--- config.mk ---
export PLATFORM = sky130hd
export DESIGN_NAME = updown_set_counter
export DESIGN_NICKNAME = d
export VERILOG_FILES = /design/src/rtl/updown_set_counter.sv
export SDC_FILE = /design/constraint.sdc
export NUM_CORES = 1
export LEC_CHECK = 0
export BUFFER_PORTS_ARGS = -buffer_cell sky130_fd_sc_hd__buf_2
export CAP_MARGIN = 20
export CORE_UTILIZATION = 40
export DETAILED_ROUTE_END_ITERATION = 16
export PLACE_DENSITY_LB_ADDON = 0.12
export SLEW_MARGIN = 20
export SYNTH_ARGS = -nofsm -noshare
export SYNTH_HDL_FRONTEND = slang
export SYNTH_SLANG_ARGS = --single-unit
--- constraint.sdc ---
create_clock -name clk -period 1.95 [get_ports clk]
set_input_delay 0.195 -clock clk [delete_from_list [all_inputs] [get_ports clk]]
set_output_delay 0.195 -clock clk [all_outputs]
set_load 0.01 [all_outputs]
--- src/rtl/updown_set_counter.sv ---
// ============================================================================
// Module      : updown_set_counter
// Description : Modulo up/down counter with parallel load and clear.
//               Optional macro UDS_SATURATE_EN switches boundary steps from
//               wrap-around to saturation (wrap still pulses on a blocked step).
// Revision    : 1.0 - initial release
// ============================================================================
`default_nettype none

module updown_set_counter #(
  parameter int WIDTH   = 8,
  parameter int MODULUS = 256
) (
  input  logic             clk,
  input  logic             rst,
  input  logic             clr,
  input  logic             set,
  input  logic [WIDTH-1:0] set_value,
  input  logic             up,
  input  logic             down,
  output logic [WIDTH-1:0] count,
  output logic             at_max,
  output logic             at_zero,
  output logic             wrap
);

  generate
    if ((MODULUS < 2) || (MODULUS > (2 ** WIDTH))) begin : g_bad_modulus
      $error("updown_set_counter: MODULUS must lie in 2..2**WIDTH");
    end
  endgenerate

  // One extra bit keeps MODULUS-1 and count+1 exact when MODULUS == 2**WIDTH.
  localparam logic [WIDTH:0] c_max = (WIDTH+1)'(MODULUS - 1);

  logic [WIDTH-1:0] r_count;
  logic             r_wrap;
  logic [WIDTH:0]   w_count_ext;
  logic [WIDTH:0]   w_set_ext;
  logic [WIDTH:0]   w_inc;
  logic [WIDTH:0]   w_dec;
  logic             w_at_max;
  logic             w_at_zero;

  assign w_count_ext = {1'b0, r_count};
  assign w_set_ext   = {1'b0, set_value};
  assign w_inc       = w_count_ext + {{WIDTH{1'b0}}, 1'b1};
  assign w_dec       = w_count_ext - {{WIDTH{1'b0}}, 1'b1};
  assign w_at_max    = (w_count_ext == c_max);
  assign w_at_zero   = (r_count == '0);

  always_ff @(posedge clk) begin
    if (rst) begin
      r_count <= '0;
      r_wrap  <= 1'b0;
    end else if (clr) begin
      r_count <= '0;
      r_wrap  <= 1'b0;
    end else if (set) begin
      r_count <= (w_set_ext > c_max) ? c_max[WIDTH-1:0] : set_value;
      r_wrap  <= 1'b0;
    end else if (up && !down) begin
      if (w_at_max) begin
`ifdef UDS_SATURATE_EN
        r_count <= r_count;
`else
        r_count <= '0;
`endif
        r_wrap  <= 1'b1;
      end else begin
        r_count <= w_inc[WIDTH-1:0];
        r_wrap  <= 1'b0;
      end
    end else if (down && !up) begin
      if (w_at_zero) begin
`ifdef UDS_SATURATE_EN
        r_count <= r_count;
`else
        r_count <= c_max[WIDTH-1:0];
`endif
        r_wrap  <= 1'b1;
      end else begin
        r_count <= w_dec[WIDTH-1:0];
        r_wrap  <= 1'b0;
      end
    end else begin
      r_count <= r_count;
      r_wrap  <= 1'b0;
    end
  end

  assign count   = r_count;
  assign wrap    = r_wrap;
  assign at_max  = w_at_max;
  assign at_zero = w_at_zero;

endmodule

`default_nettype wire

==> Yosys cells after proc, flatten, opt, wreduce, memory -nomap -nowiden <==
Cells that the tools add are included.
{ "word_totals": {"ff_bits": 9, "in_bits": 14, "out_inout_bits": 11, "word_cells": 24} }
{ "op_classes": {"n_addsub": 2, "magnitude_cmp": 1, "eq_ne": 1, "mux": 10, "n_reduce_logical": 8} }
{ "op_table": {"columns": ["op", "n"], "rows": [
  ["two-way mux 8 bit", 6],
  ["adder 8 x 1 -> 8 bit, second input constant", 1],
  ["== test 8 bit, second input constant", 1],
  ["greater-than comparator 8 bit, second input constant", 1],
  ["zero test 8 bit", 1],
  ["subtractor 8 x 1 -> 8 bit, second input constant", 1],
  ["two-way mux 1 bit", 4],
  ["nonzero test 3 bit", 1],
  ["OR reduction 3 bit", 1],
  ["logical AND 1 bit", 2],
  ["zero test 1 bit", 2],
  ["OR reduction 2 bit", 1]
]} }

==> Logic depth before layout (Yosys ltp) <==
{ "depth": {"ltp_word": 5, "depth_mapped": 7, "depth_no_buf": 7} }

==> Worst setup path before layout <==
OpenSTA, ideal clock, no wires.
{ "synth_path": {"path_kind": "reg2reg", "startpoint": "register r_count[0], in the netlist count[0]", "endpoint": "register r_count[3], in the netlist count[3]", "setup_time_ns": 0.122, "arrival_ns": 1.517, "t_required_ns": 1.828, "setup_slack_ns": 0.311, "stages_incl_launch_ff": 7, "path_buffers": 0, "period_less_slack_ns": 1.639, "cell_sequence": "dfxtp_1 > ha_1 > and2_1 > nand3_1 > a21oi_1 > nor2_1 > a311o_1"} }
{ "synth_between": {"elab_chain_len": 5, "elab_cells_between_ends": 9, "classes_between": "2 x add/sub; 1 x eq/ne; 5 x mux; 1 x reduce/logical"} }
{ "synth_rtl": {"columns": ["element", "line", "source"], "rows": [
  ["start, declared", "36", "logic [WIDTH-1:0] r_count;"],
  ["start signal, assigned", "60", "r_count <= (w_set_ext > c_max) ? c_max[WIDTH-1:0] : set_value;"],
  ["start signal, assigned", "71", "r_count <= w_inc[WIDTH-1:0];"],
  ["start signal, assigned", "79", "r_count <= c_max[WIDTH-1:0];"],
  ["subtractor 8 x 1 -> 8 bit / zero test 8 bit (equally long branches)", "48, 50", null],
  ["two-way mux 8 bit", "75", "if (w_at_zero) begin"],
  ["two-way mux 8 bit", "74", "end else if (down && !up) begin"],
  ["two-way mux 8 bit *", "62", "end else if (up && !down) begin"],
  ["two-way mux 8 bit *", "59", "end else if (set) begin"]
]} }
Every way passes the cells marked *; elsewhere a longest branch is shown, timed or not. The select of a mux whose other input is x is not followed.
A chain may end at the register's enable or synchronous reset.

==> Final worst setup path <==
{ "layout_path": {"startpoint": "register r_count[0], in the netlist count[0]", "endpoint": "output port at_zero"} }
{ "layout_between": {"elab_chain_len": 1} }
{ "layout_rtl": {"columns": ["element", "line", "source"], "rows": [
  ["zero test 8 bit", "50", "assign w_at_zero = (r_count == '0);"],
  ["end, declared", "23", "output logic at_zero,"]
]} }
No other way between the ends.

==> flow_summary.ini <==
[power]
vdd_drop_max_v = 0.000338
switchingPower_mw = 0.207
p_seq_frac = 0.382
intPower_mw = 0.360
pwr_density_cell_mw_per_mm2 = 546
power_leakage_nw = 0.446
switching_share = 0.365
p_clk_frac = 0.276
combPwrFrac = 0.342

[clocking]
cts_sinks = 9
insertion_delay_ps = 270
cts_max_path_buffers = 2
cts_buffers = 3
clk_pin_slew_ps = 60
cts_tree = yes
root_buffer = clkbuf_4
htreeDepth = 1

[synth]
syn_nets = 140
synthTopCellsByArea = dfxtp_1, o21ai_0, buf_6
synth_cell_types = 42
avgSynthCellArea_um2 = 7.37
synth-seq-cells = 9
ys.flop_type = dfxtp_1
synth.most_common_cell = o21ai_0
yosys.area.top_type = dfxtp_1
syn_inst = 123
syn-cell-area_um2 = 907
yosysSeqAreaShare = 0.199
async_reset_ff_frac = 0
synth_top_area_frac = 0.199
synthTopCellsByCount = o21ai_0, nor2_1, nor3_1
synth_edf_count = 0
ys_warn_count = 0

[sta]
hold_viol_final = 0
relSlewSlack = 0.575
fin_crit_ps = 1790
skew_ps = 5.76
period_share = 0.919
tightestPinTransition_ps = 636
finalMaxSlewViolations = 0
max_freq_ghz = 0.558
setup_tns_ps = 0
rsz0062_at_grt = false
setup_viol = 0
holdWs_ps = 117

[routing]
wire_per_inst_um = 14.6
dr_total_vias = 1012
drtIter0Drc = 31
dr.pass1.iters = 4
wl_mm = 2.53
vias_per_cell = 5.85
drc = 0
detail-route-antenna-nets = 0

[global_route]
grt_max_degree = 15
overflow = 0
grt_pass1_wl_mm = 4.32
antenna_found_initial = 0
grt_pass1_vias = 905
grt_use_total = 0.230

[finish]
num-fill-cells = 233
regArea_um2 = 183
multi_input_area_um2 = 634
diodes = 0
layout-drive-gt1-share = 0.253
layout.nets = 164
final_core_util = 0.509
area_delta_synth_final_pct = 14.5

[place]
gp_congestion = 0.882
dp_hpwl_mm = 1.86
port_buffers = 24

[floorplanning]
fp.dieW_um = 49.6
die_h_um = 49.6
std_cell_rows = 16
ioPinCount = 25
dieArea_mm2 = 0.00246
initial_core_util = 0.444
core_mm2 = 0.00204

[outcome]
status = completed

[critical_path]
critPathCaptureType = primary output
worstSetupStartpointType = register
required_ps = 1750
worstPathArrival_ps = 1600
critPathKind = register to primary output
crit_fanout = 10

[job]
drv_cap = 0

[hold_path]
hp-class = input pin to register
## path summary, 6_finish.rpt
kind | slack, ps | endpoint | cells after the start | start
worst max-delay path | 160 | at_zero | 6 | count[0]
worst max register to register | 220 | count[3] | 6 | count[0]
worst min register to register | 610 | count[0] | 2 | count[0]
worst min-delay path | 120 | count[5] | 2 | rst
## layout make-up
type,count,share of cell area
clock buffer,4,0.0253
inverter,5,0.0181
multi-input combinational,101,0.611
sequential,9,0.176
tap,27,0.0325
timing repair buffer,27,0.137
## per-layer routing
| metal | up-vias | wire length [um] | GRT usage |
|---|---|---|---|
| li1 | 507 | - | - |
| met1 | 468 | 1220 | 0.323 |
| met2 | 32 | 1140 | 0.342 |
| met3 | 5 | 122 | 0.0370 |
| met4 | 0 | 48 | 0.100 |
| met5 | - | 0 | 0 |
## power by group through the flow
stage | clock, mW | combinational, mW | sequential (mW)
2_1_floorplan | 0 | 0.147 | 0.210
3_3_place_gp | 0 | 0.183 | 0.219
3_5_place_dp | 0 | 0.186 | 0.220
4_1_cts | 0.160 | 0.187 | 0.216
5_1_grt | 0.166 | 0.219 | 0.219
6_report | 0.156 | 0.194 | 0.217
## flip-flops by register name, indices dropped and copies added, names as in the netlist
signal	flops
count	8
wrap	1
## cells in the final DEF (no fill, tap or decap), types with 2 or more instances in the layout
cell,count
and2_1,3
buf_4,3
dfxtp_2,2
nor4_1,2
and3_1,3
o221ai_1,2
a31oi_1,5
inv_1,5
nor3_1,10
clkbuf_4,3
a21oi_1,5
nand3_1,8
buf_2,24
nor2b_1,2
a211oi_1,3
nand2_1,7
ha_1,3
nor2_1,11
o21ai_0,12
dfxtp_1,7
xnor2_1,3
## critical path, stage by stage, from the launching register on
cell     delay, ps
dfxtp_2        370
inv_1          100
ha_1           200
nor4b_4        280
nand2_2        180
inv_1           80
buf_2          120
## stage by stage
stage	area (um2)	setup WS [ps]	power [mW]	instances
after global routing	1040	36.3	0.603	173
after detailed placement	1000	147	0.406	168
after global placement	1000	252	0.402	168
final	1040	158	0.567	173
after CTS	1030	103	0.563	172
after floorplan	907	311	0.357	123
## kinds of logic (layout without fill, tap and decap cells)
group / Yosys count / count (layout) / share of synthesized area
buffers and inverters: 13 / 36 / 0.102
adders and majority gates: 3 / 3 / 0.0414
xor gates and xnor gates: 3 / 3 / 0.0290
muxes: 1 / 1 / 0.0110
and+or+nand+nor: 59 / 59 / 0.374
AOI/OAI and AO/OA: 35 / 35 / 0.244
DFF: 9 / 9 / 0.199
## repair_timing
item | 4_1_cts | 5_1_grt
endpoints found under the setup margin | 0 | 3
buffers inserted | 0 | 1
hold buffers | 0 | 0
gates resized for setup | 0 | 2
No activity file was read; power rests on OpenSTA's default activity.
